[src/rtl/fifo_write_arbiter.sv]
// fifo_write_arbiter: packet-aware round-robin arbiter for the write side of one FIFO.
// Grants one requester at a time and holds the grant until that requester's last beat
// transfers, so packets never interleave inside the FIFO.
//
// Optional build macro: SOURCE_TAG_EN -- when defined, fifo_data carries the grant index
// in its MSBs ({grant_id, payload}) and is WIDTH+ID_WIDTH bits wide.
//
// Ports:
//   clk              in   write-domain clock
//   rstn             in   synchronous active-low reset
//   req_valid        in   [NUM_REQ]        per-requester beat valid
//   req_last         in   [NUM_REQ]        per-requester last beat of packet
//   req_data         in   [NUM_REQ*WIDTH]  flattened payloads, requester i at [i*WIDTH +: WIDTH]
//   req_ready        out  [NUM_REQ]        per-requester beat accepted this cycle
//   fifo_write_ready in   FIFO not full
//   fifo_write_en    out  FIFO write strobe
//   fifo_data        out  FIFO write data
//   busy             out  a grant is held
//   grant_id         out  [ID_WIDTH]       current or last granted requester
module fifo_write_arbiter #(
  parameter int unsigned NUM_REQ = 4,
  parameter int unsigned WIDTH   = 8,
  localparam int unsigned ID_WIDTH = (NUM_REQ > 2) ? $clog2(NUM_REQ) : 1,
`ifdef SOURCE_TAG_EN
  localparam int unsigned OUT_WIDTH = WIDTH + ID_WIDTH
`else
  localparam int unsigned OUT_WIDTH = WIDTH
`endif
) (
  input  logic                       clk,
  input  logic                       rstn,
  input  logic [NUM_REQ-1:0]         req_valid,
  input  logic [NUM_REQ-1:0]         req_last,
  input  logic [NUM_REQ*WIDTH-1:0]   req_data,
  output logic [NUM_REQ-1:0]         req_ready,
  input  logic                       fifo_write_ready,
  output logic                       fifo_write_en,
  output logic [OUT_WIDTH-1:0]       fifo_data,
  output logic                       busy,
  output logic [ID_WIDTH-1:0]        grant_id
);

  typedef enum logic [0:0] {StIdle, StBusy} state_e;

  state_e              state_q, state_d;
  logic [ID_WIDTH-1:0] rr_ptr_q, rr_ptr_d;
  logic [ID_WIDTH-1:0] grant_id_q, grant_id_d;

  logic                pick_found;
  logic [ID_WIDTH-1:0] pick_id;
  logic [ID_WIDTH-1:0] cand;
  logic                beat_xfer;
  logic [WIDTH-1:0]    sel_data;
  logic [WIDTH-1:0]    data_arr [NUM_REQ];

  // Increment modulo NUM_REQ; NUM_REQ need not be a power of two.
  function automatic logic [ID_WIDTH-1:0] wrap_inc(input logic [ID_WIDTH-1:0] id);
    return (id == ID_WIDTH'(NUM_REQ - 1)) ? '0 : id + 1'b1;
  endfunction

  for (genvar i = 0; i < NUM_REQ; i++) begin : g_slice
    assign data_arr[i] = req_data[i*WIDTH +: WIDTH];
  end

  assign sel_data = data_arr[grant_id_q];

  // Round-robin search: first valid index starting at rr_ptr_q, wrapping.
  always_comb begin
    pick_found = 1'b0;
    pick_id    = grant_id_q;
    cand       = rr_ptr_q;
    for (int unsigned i = 0; i < NUM_REQ; i++) begin
      if (!pick_found && req_valid[cand]) begin
        pick_found = 1'b1;
        pick_id    = cand;
      end
      cand = wrap_inc(cand);
    end
  end

  always_comb begin
    state_d       = state_q;
    rr_ptr_d      = rr_ptr_q;
    grant_id_d    = grant_id_q;
    req_ready     = '0;
    fifo_write_en = 1'b0;
    beat_xfer     = 1'b0;
    unique case (state_q)
      StIdle: begin
        if (pick_found) begin
          grant_id_d = pick_id;
          state_d    = StBusy;
        end
      end
      StBusy: begin
        // Ready follows FIFO space even during a valid bubble; grant is kept either way.
        req_ready[grant_id_q] = fifo_write_ready;
        beat_xfer             = req_valid[grant_id_q] & fifo_write_ready;
        fifo_write_en         = beat_xfer;
        if (beat_xfer && req_last[grant_id_q]) begin
          state_d  = StIdle;
          rr_ptr_d = wrap_inc(grant_id_q);
        end
      end
      default: state_d = StIdle;
    endcase
  end

  always_ff @(posedge clk) begin
    if (!rstn) begin
      state_q    <= StIdle;
      rr_ptr_q   <= '0;
      grant_id_q <= '0;
    end else begin
      state_q    <= state_d;
      rr_ptr_q   <= rr_ptr_d;
      grant_id_q <= grant_id_d;
    end
  end

  assign busy     = (state_q == StBusy);
  assign grant_id = grant_id_q;

  // Zero while idle so the bus reads 0 after reset until the first grant.
`ifdef SOURCE_TAG_EN
  assign fifo_data = busy ? {grant_id_q, sel_data} : '0;
`else
  assign fifo_data = busy ? sel_data : '0;
`endif

endmodule

[config.mk]
export PLATFORM = sky130hd
export DESIGN_NAME = fifo_write_arbiter
export DESIGN_NICKNAME = d
export VERILOG_FILES = /design/src/rtl/fifo_write_arbiter.sv
export SDC_FILE = /design/constraint.sdc
export NUM_CORES = 1
export LEC_CHECK = 0
export BUFFER_PORTS_ARGS = -buffer_cell sky130_fd_sc_hd__buf_2
export CAP_MARGIN = 10
export CORE_MARGIN = 1
export CORE_UTILIZATION = 47
export DETAILED_ROUTE_END_ITERATION = 8
export GPL_ROUTABILITY_DRIVEN = 0
export GPL_TIMING_DRIVEN = 1
export PLACE_DENSITY = 0.86
export SYNTH_ARGS = -nofsm -noshare
export SYNTH_HDL_FRONTEND = slang
export SYNTH_SLANG_ARGS = --single-unit
[constraint.sdc]
create_clock -name clk -period 5.8 [get_ports clk]
set_input_delay 0.58 -clock clk [delete_from_list [all_inputs] [get_ports clk]]
set_output_delay 0.58 -clock clk [all_outputs]
set_load 0.005 [all_outputs]
==> impl_results.md, run 1 <==
- Worst setup path class: flop to flop
- Pleak: 0.6026 nW
- IO Count: 59
- Die width: 48.12 um
- Clk slew on worst S/H paths: 40 ps
- Die Y-Extent: 48.12 um
- Design Power: 0.1910 mW
- Post-CTS Hold Buffers: 0
- Max Cap Violations: 0
- Die area: 2316 um^2
- Layout cell share with drive strength beyond 1: 48.77%
- Critical path, cell by cell: ha_1 > xor2_1 > a2111oi_4 > nor4_2 > o21bai_1 > a22oi_1 > o32ai_1
- Unrepaired setup endpoints after global routing: false
- Initial antenna violation count: 0
- Placed Area: 1285 um^2
- Slowest stage delay, CP: 750 ps
- WL final: 2879 um
- Diode count: 0
- DPL Wire Length: 2240 um
- Setup_tns: 0 ps
- Top cell type's share of synthesized area: 22.53%
- Max Root-Sink Buffers: 2
- Core ar.: 1982 um^2
- Nets@finish: 211
- Placed insts: 185
- Layout Cells excl Fill: 189
- Power Dens Cells: 145.7 nW/um^2
- Design area: 1311 um^2
- CP top delay family: flip-flops
- DR DRC count: 0
- Area grow syn2layout: 31.16%
- Worst path required time: 5900 ps
- GRT Residual Overflow: 0
- Post-Synthesis Cells: 107
- CTS tree: done
- Wire length per cell: 15.23 um
- Vias per inst: 5.772
- Worst path arrival time: 2770 ps
- Number of synthesized flops with an enable pin: 0
- Largest net degree at the start of global routing: 23
- Syn_nets: 155
- Crit. End Element: flop
- TritonCTS Buffers: 3
- Number of buffers added on ports: 58
- Post-synth top area cell: mux4_2
- Ys async rst share: 0%
- Post-synthesis sequential area ratio: 10.01%
- DRT iter0 DRCs: 22
- First-pass GRT wire length: 3891 um
- Clk sinks: 5
- Gr usage total: 24.40%
- Critical Path Fanout Max: 19
- Drt pass-1 iters: 6
- Synth Register Bits: 5
- F_max: 375.4 MHz
- Startpoint types: flop
- FP Rows: 16
- Max H-tree Level: 1
- Average size of a mapped cell: 9.343 um^2
- Vias in the first global route: 929
- Setup-failing EPs final: 0
- Worst Path Buf+Inv: 0
- Worst IR Drop VDD: 0.1426 mV
- Postcts setup bufs: 0
- Outcome: complete, no violations
- Fin crit share: 45.93%
- Worst hold path class: input port to flop
- Min Tclk post-route: 2664 ps
- Main synth FF type: dfxtp_1
- Yosys warns: 0
- Yosys cell types: 43
- Final hold vios: 0
- Slew headroom: 47.45%
- Critical path's slowest cell: dfxtp_1
- Final Max Slew Viols: 0
- Root Buffer: clkbuf_4
- ANT nets after route: 0
- Clock Latency Late Sink: 240 ps
- Clk_skew: 2.375 ps
- Synthesized area: 999.7 um^2
- Top cells by area, synth: mux4_2, dfxtp_1, and2_1
- CTS resizes: 0
- Vias: 1,091
- Initial Util: 50.44%
- Worst Tran Pin Value: 787.2 ps
-- cell usage after synthesis, types with 2 or more instances --
| library cell | n |
|---|---|
| a21oi_1 | 3 |
| and2_1 | 10 |
| and3_1 | 6 |
| clkbuf_1 | 3 |
| dfxtp_1 | 5 |
| ha_1 | 5 |
| inv_1 | 4 |
| mux2_1 | 2 |
| mux2i_1 | 5 |
| mux4_2 | 10 |
| nand2_1 | 5 |
| nand2b_1 | 2 |
| nor2_1 | 9 |
| nor2b_1 | 2 |
| nor3_1 | 2 |
| o21a_1 | 2 |
| o21ai_0 | 4 |
| o21ai_1 | 2 |
| o2bb2ai_1 | 2 |
-- final cells by class --
type                    count  area, um^2
well taps                  27       33.78
repair buffers             58       290.3
flip-flops and latches      5       100.1
fillers                   192       670.6
multi-input cells          91       845.8
clock buffers               4       26.28
inverters                   4       15.01
-- layout by cell type, fill, tap and decap left out, types with 2 or more instances in the layout --
cell type / Yosys / final
and3_1: 6 / 6
mux2i_1: 5 / 5
and2_1: 10 / 10
clkbuf_4: 0 / 3
inv_1: 4 / 4
nor3_1: 2 / 2
nand2b_1: 2 / 2
ha_1: 5 / 5
buf_2: 1 / 58
o2bb2ai_1: 2 / 2
nor2b_1: 2 / 2
nand2_1: 5 / 5
o21ai_0: 4 / 4
o21ai_1: 2 / 2
nor2_1: 9 / 9
mux4_2: 10 / 10
dfxtp_1: 5 / 5
a21oi_1: 3 / 3
o21a_1: 2 / 2
mux2_1: 2 / 2
-- stage by stage --
stage	setup slack (ps)	util, %	hold WS, ps
after floorplan	3708	-	585.1
after global placement	3342	64.84	703.6
after detailed placement	3166	64.84	702.2
after CTS	3156	66.16	608.9
after global routing	2991	66.16	621.1
final	3136	66.16	616.2
-- report_power, final --
part,internal [mW],switching (mW),total (mW)
clock,0.0260,0.0142,0.0402
sequential,0.0375,0.0155,0.0530
combinational,0.0580,0.0399,0.0979
-- per-layer routing --
metal  vias to the layer above  part of all wire, %  track usage, %
li1                        524                    -               -
met3                         2                  3.3           4.444
met4                         0                 0.49           8.889
met1                       535                   42           30.80
met5                         -                    0               0
met2                        30                   54           41.62
-- worst paths after layout --
check | slack [ps] | cells past startpoint | from | to
worst max-delay path | 3140 | 7 | rr_ptr_q[0]$_SDFFE_PN0P_ | grant_id[0]$_SDFFE_PN0P_
worst min-delay path | 620 | 2 | rstn | grant_id[1]$_SDFFE_PN0P_
worst max register to register | 3140 | 7 | rr_ptr_q[0]$_SDFFE_PN0P_ | grant_id[0]$_SDFFE_PN0P_
worst min register to register | 720 | 2 | rr_ptr_q[1]$_SDFFE_PN0P_ | rr_ptr_q[1]$_SDFFE_PN0P_
-- worst register-to-register path, delay by kind of cell (launching register included) --
kind,cells,cell delay [ps]
adders and majority gates,1,490
AOI/OAI and AO/OA,4,540
xor gates and xnor gates,1,320
and+or+nand+nor,1,440
DFF,1,750
-- kinds of logic (layout without fill, tap and decap cells) --
kind of cell             count (synthesis)  count (layout)  synth area share [%]
buffers and inverters                   11              66                 5.381
adder cells (fa/ha/maj)                  5               5                 6.258
XOR/XNOR                                 1               1                0.8763
AND/OR/NAND/NOR                         43              43                 26.16
flip-flops                               5               5                 10.01
multiplexers                            19              19                 32.67
AO/OA/AOI/OAI                           23              23                 18.65
-- flip-flops by register name, summed over array words and instances, names as in the netlist --
name      cells
rr_ptr_q      2
grant_id      2
busy          1
Note: power is estimated with default switching activity, not from simulation.
==> run 2: changes to the inputs <==
--- a/config.mk
+++ b/config.mk
@@ -8,11 +8,11 @@
 export BUFFER_PORTS_ARGS = -buffer_cell sky130_fd_sc_hd__buf_2
 export CAP_MARGIN = 10
 export CORE_MARGIN = 1
-export CORE_UTILIZATION = 47
+export CORE_UTILIZATION = 44
 export DETAILED_ROUTE_END_ITERATION = 8
 export GPL_ROUTABILITY_DRIVEN = 0
 export GPL_TIMING_DRIVEN = 1
-export PLACE_DENSITY = 0.86
+export PLACE_DENSITY = 0.81
 export SYNTH_ARGS = -nofsm -noshare
 export SYNTH_HDL_FRONTEND = slang
 export SYNTH_SLANG_ARGS = --single-unit
==> constraint.sdc (replaced) <==
create_clock -name clk -period 2.6 [get_ports clk]
set_input_delay 0.26 -clock clk [delete_from_list [all_inputs] [get_ports clk]]
set_output_delay 0.26 -clock clk [all_outputs]
set_load 0.005 [all_outputs]
==> impl_results.md, run 2 (synthesis results as in run 1) <==
- Startpoint types: flop
- First-pass GRT wire length: 4685 um
- Placed insts: 187
- # fillers: 186
- Worst path required time: 2700 ps
- DR DRC count: 0
- Footprint of the multi-input gates: 845.8 um^2
- Worst hold path class: input port to flop
- Most frequent cells in the layout: buf_2, mux4_2, and2_1, nor2_1, and3_1
- DRT iter0 DRCs: 33
- Crit. End Element: flop
- Setup-failing EPs final: 0
- Postcts setup bufs: 0
- Commonest non-fill, non-tap cell in the layout: buf_2
- Hold Path Stages: 2
- F_max: 417.5 MHz
- Critical Path Fanout Max: 10
- Outcome: complete, no violations
- Root Buffer: clkbuf_4
- Min Tclk post-route: 2395 ps
- Fin crit share: 92.12%
- Final Max Slew Viols: 0
- Reg2reg setup slack: 200 ps
- DPL Wire Length: 2307 um
- Die Y-Extent: 49.67 um
- Clk slew on worst S/H paths: 50 ps
- Worst r2r path cells: 7
- Hold Path Sink: grant_id[1]$_SDFFE_PN0P_
- Slowest stage delay, CP: 550 ps
- Core ar.: 2042 um^2
- Worst path arrival time: 2490 ps
- Layout Cells excl Fill: 191
- Diode count: 0
- Pleak: 0.6161 nW
- Max H-tree Level: 1
- Wire length per cell: 14.98 um
- Gr usage total: 23.90%
- WL final: 2861 um
- CTS tree: done
- Min-delay src: rstn
- Layout cell share with drive strength beyond 1: 50.00%
- GRT Residual Overflow: 0
- Worst r2r src: rr_ptr_q[1]$_SDFFE_PN0P_
- Critical path, cell by cell: ha_1 > xor2_1 > a2111oi_4 > nor4_2 > o21bai_1 > a22oi_1 > o32ai_1
- Nets@finish: 213
- Reg area: 100.1 um^2
- IO Count: 59
- Worst Path Buf+Inv: 0
- Number of buffers added on ports: 58
- Slew headroom: 58.30%
- CTS resizes: 0
- Power Dens Cells: 323.7 nW/um^2
- Vias in the first global route: 1,069
- Worst Tran Pin Value: 624.6 ps
- Worst setup path class: flop to flop
- Largest net degree at the start of global routing: 23
- Vias: 1,130
- Unrepaired setup endpoints after global routing: false
- TritonCTS Buffers: 3
- ANT nets after route: 0
- Setup_tns: 0 ps
- Initial antenna violation count: 0
- RR Endpoint: grant_id[0]$_SDFFE_PN0P_
- Drt pass-1 iters: 4
- CP top delay family: adder cells
- Max Cap Violations: 0
- Vias per inst: 5.916
- Max Root-Sink Buffers: 2
- Die area: 2467 um^2
- Clk sinks: 5
- Area grow syn2layout: 32.79%
- Worst IR Drop VDD: 0.3874 mV
- Die width: 49.67 um
- Final core occ: 65.01%
- Clk_skew: 4.451 ps
- Critical path's slowest cell: ha_1
- Final hold vios: 0
- Initial Util: 48.96%
- Post-CTS Hold Buffers: 0
- FP Rows: 16
- Clock Latency Late Sink: 240 ps
## run 2: cell types whose count changed in the layout (fill, tap and decap cells not counted)
cell / before / now
buf_4: 0 / 2
clkbuf_1: 1 / 0
clkinv_2: 0 / 1
## run 2: report_power, final
part / leakage, nW / internal, mW / total (mW) / switching, mW
Sequential: 0.0411 / 0.0835 / 0.106 / 0.0224
Combinational: 0.557 / 0.133 / 0.234 / 0.102
Clock: 0.0177 / 0.0557 / 0.0896 / 0.0338
## run 2: worst max-delay path by stage
stage                                         from                        to  cells after the start
after floorplan           rr_ptr_q[1]$_SDFFE_PN0P_  grant_id[1]$_SDFFE_PN0P_                      8
after global placement    rr_ptr_q[1]$_SDFFE_PN0P_  grant_id[0]$_SDFFE_PN0P_                      6
after detailed placement  rr_ptr_q[1]$_SDFFE_PN0P_  grant_id[0]$_SDFFE_PN0P_                      7
after CTS                 rr_ptr_q[1]$_SDFFE_PN0P_  grant_id[0]$_SDFFE_PN0P_                      7
after global routing      rr_ptr_q[1]$_SDFFE_PN0P_  grant_id[0]$_SDFFE_PN0P_                      7
final                     rr_ptr_q[1]$_SDFFE_PN0P_  grant_id[0]$_SDFFE_PN0P_                      7
## run 2: stage by stage
step                total power [mW]  hold slack [ps]  instance area, um^2  setup WS, ps
finish                        0.4297            294.4                 1328         205.0
global route                  0.4640            291.2                 1328         71.32
CTS                           0.4329            286.5                 1328         249.0
detailed placement            0.3411            543.9                 1300         278.1
global placement              0.3317            543.4                 1300         403.6
floorplan                     0.2573            399.6                999.7         507.8
## run 2: area by class of cell
class | count | share of cell area (%)
Clock buffer | 3 | 1.697
Inverter | 4 | 1.131
Tap cell | 27 | 2.545
Clock inverter | 1 | 0.3770
Sequential cell | 5 | 7.540
Timing Repair Buffer | 60 | 23.00
Multi-Input combinational cell | 91 | 63.71
## run 2: worst reg2reg max path, delay by kind of cell, from the launching register on
| kind | cells | cell delay (ps) |
|---|---|---|
| xor+xnor | 1 | 310 |
| fa+ha+maj | 1 | 550 |
| flops | 1 | 390 |
| simple gates | 1 | 450 |
| compound gates | 4 | 540 |
## run 2: per-layer routing
layer  share of wire, %  wire length (um)  GRT usage, %  vias up
li1                   -                 -             -      525
met1                 39              1110         26.72      548
met2                 54              1554         46.17       53
met3                5.8               166         3.395        4
met4                1.0                30         6.190        0
met5                  0                 0             0        -
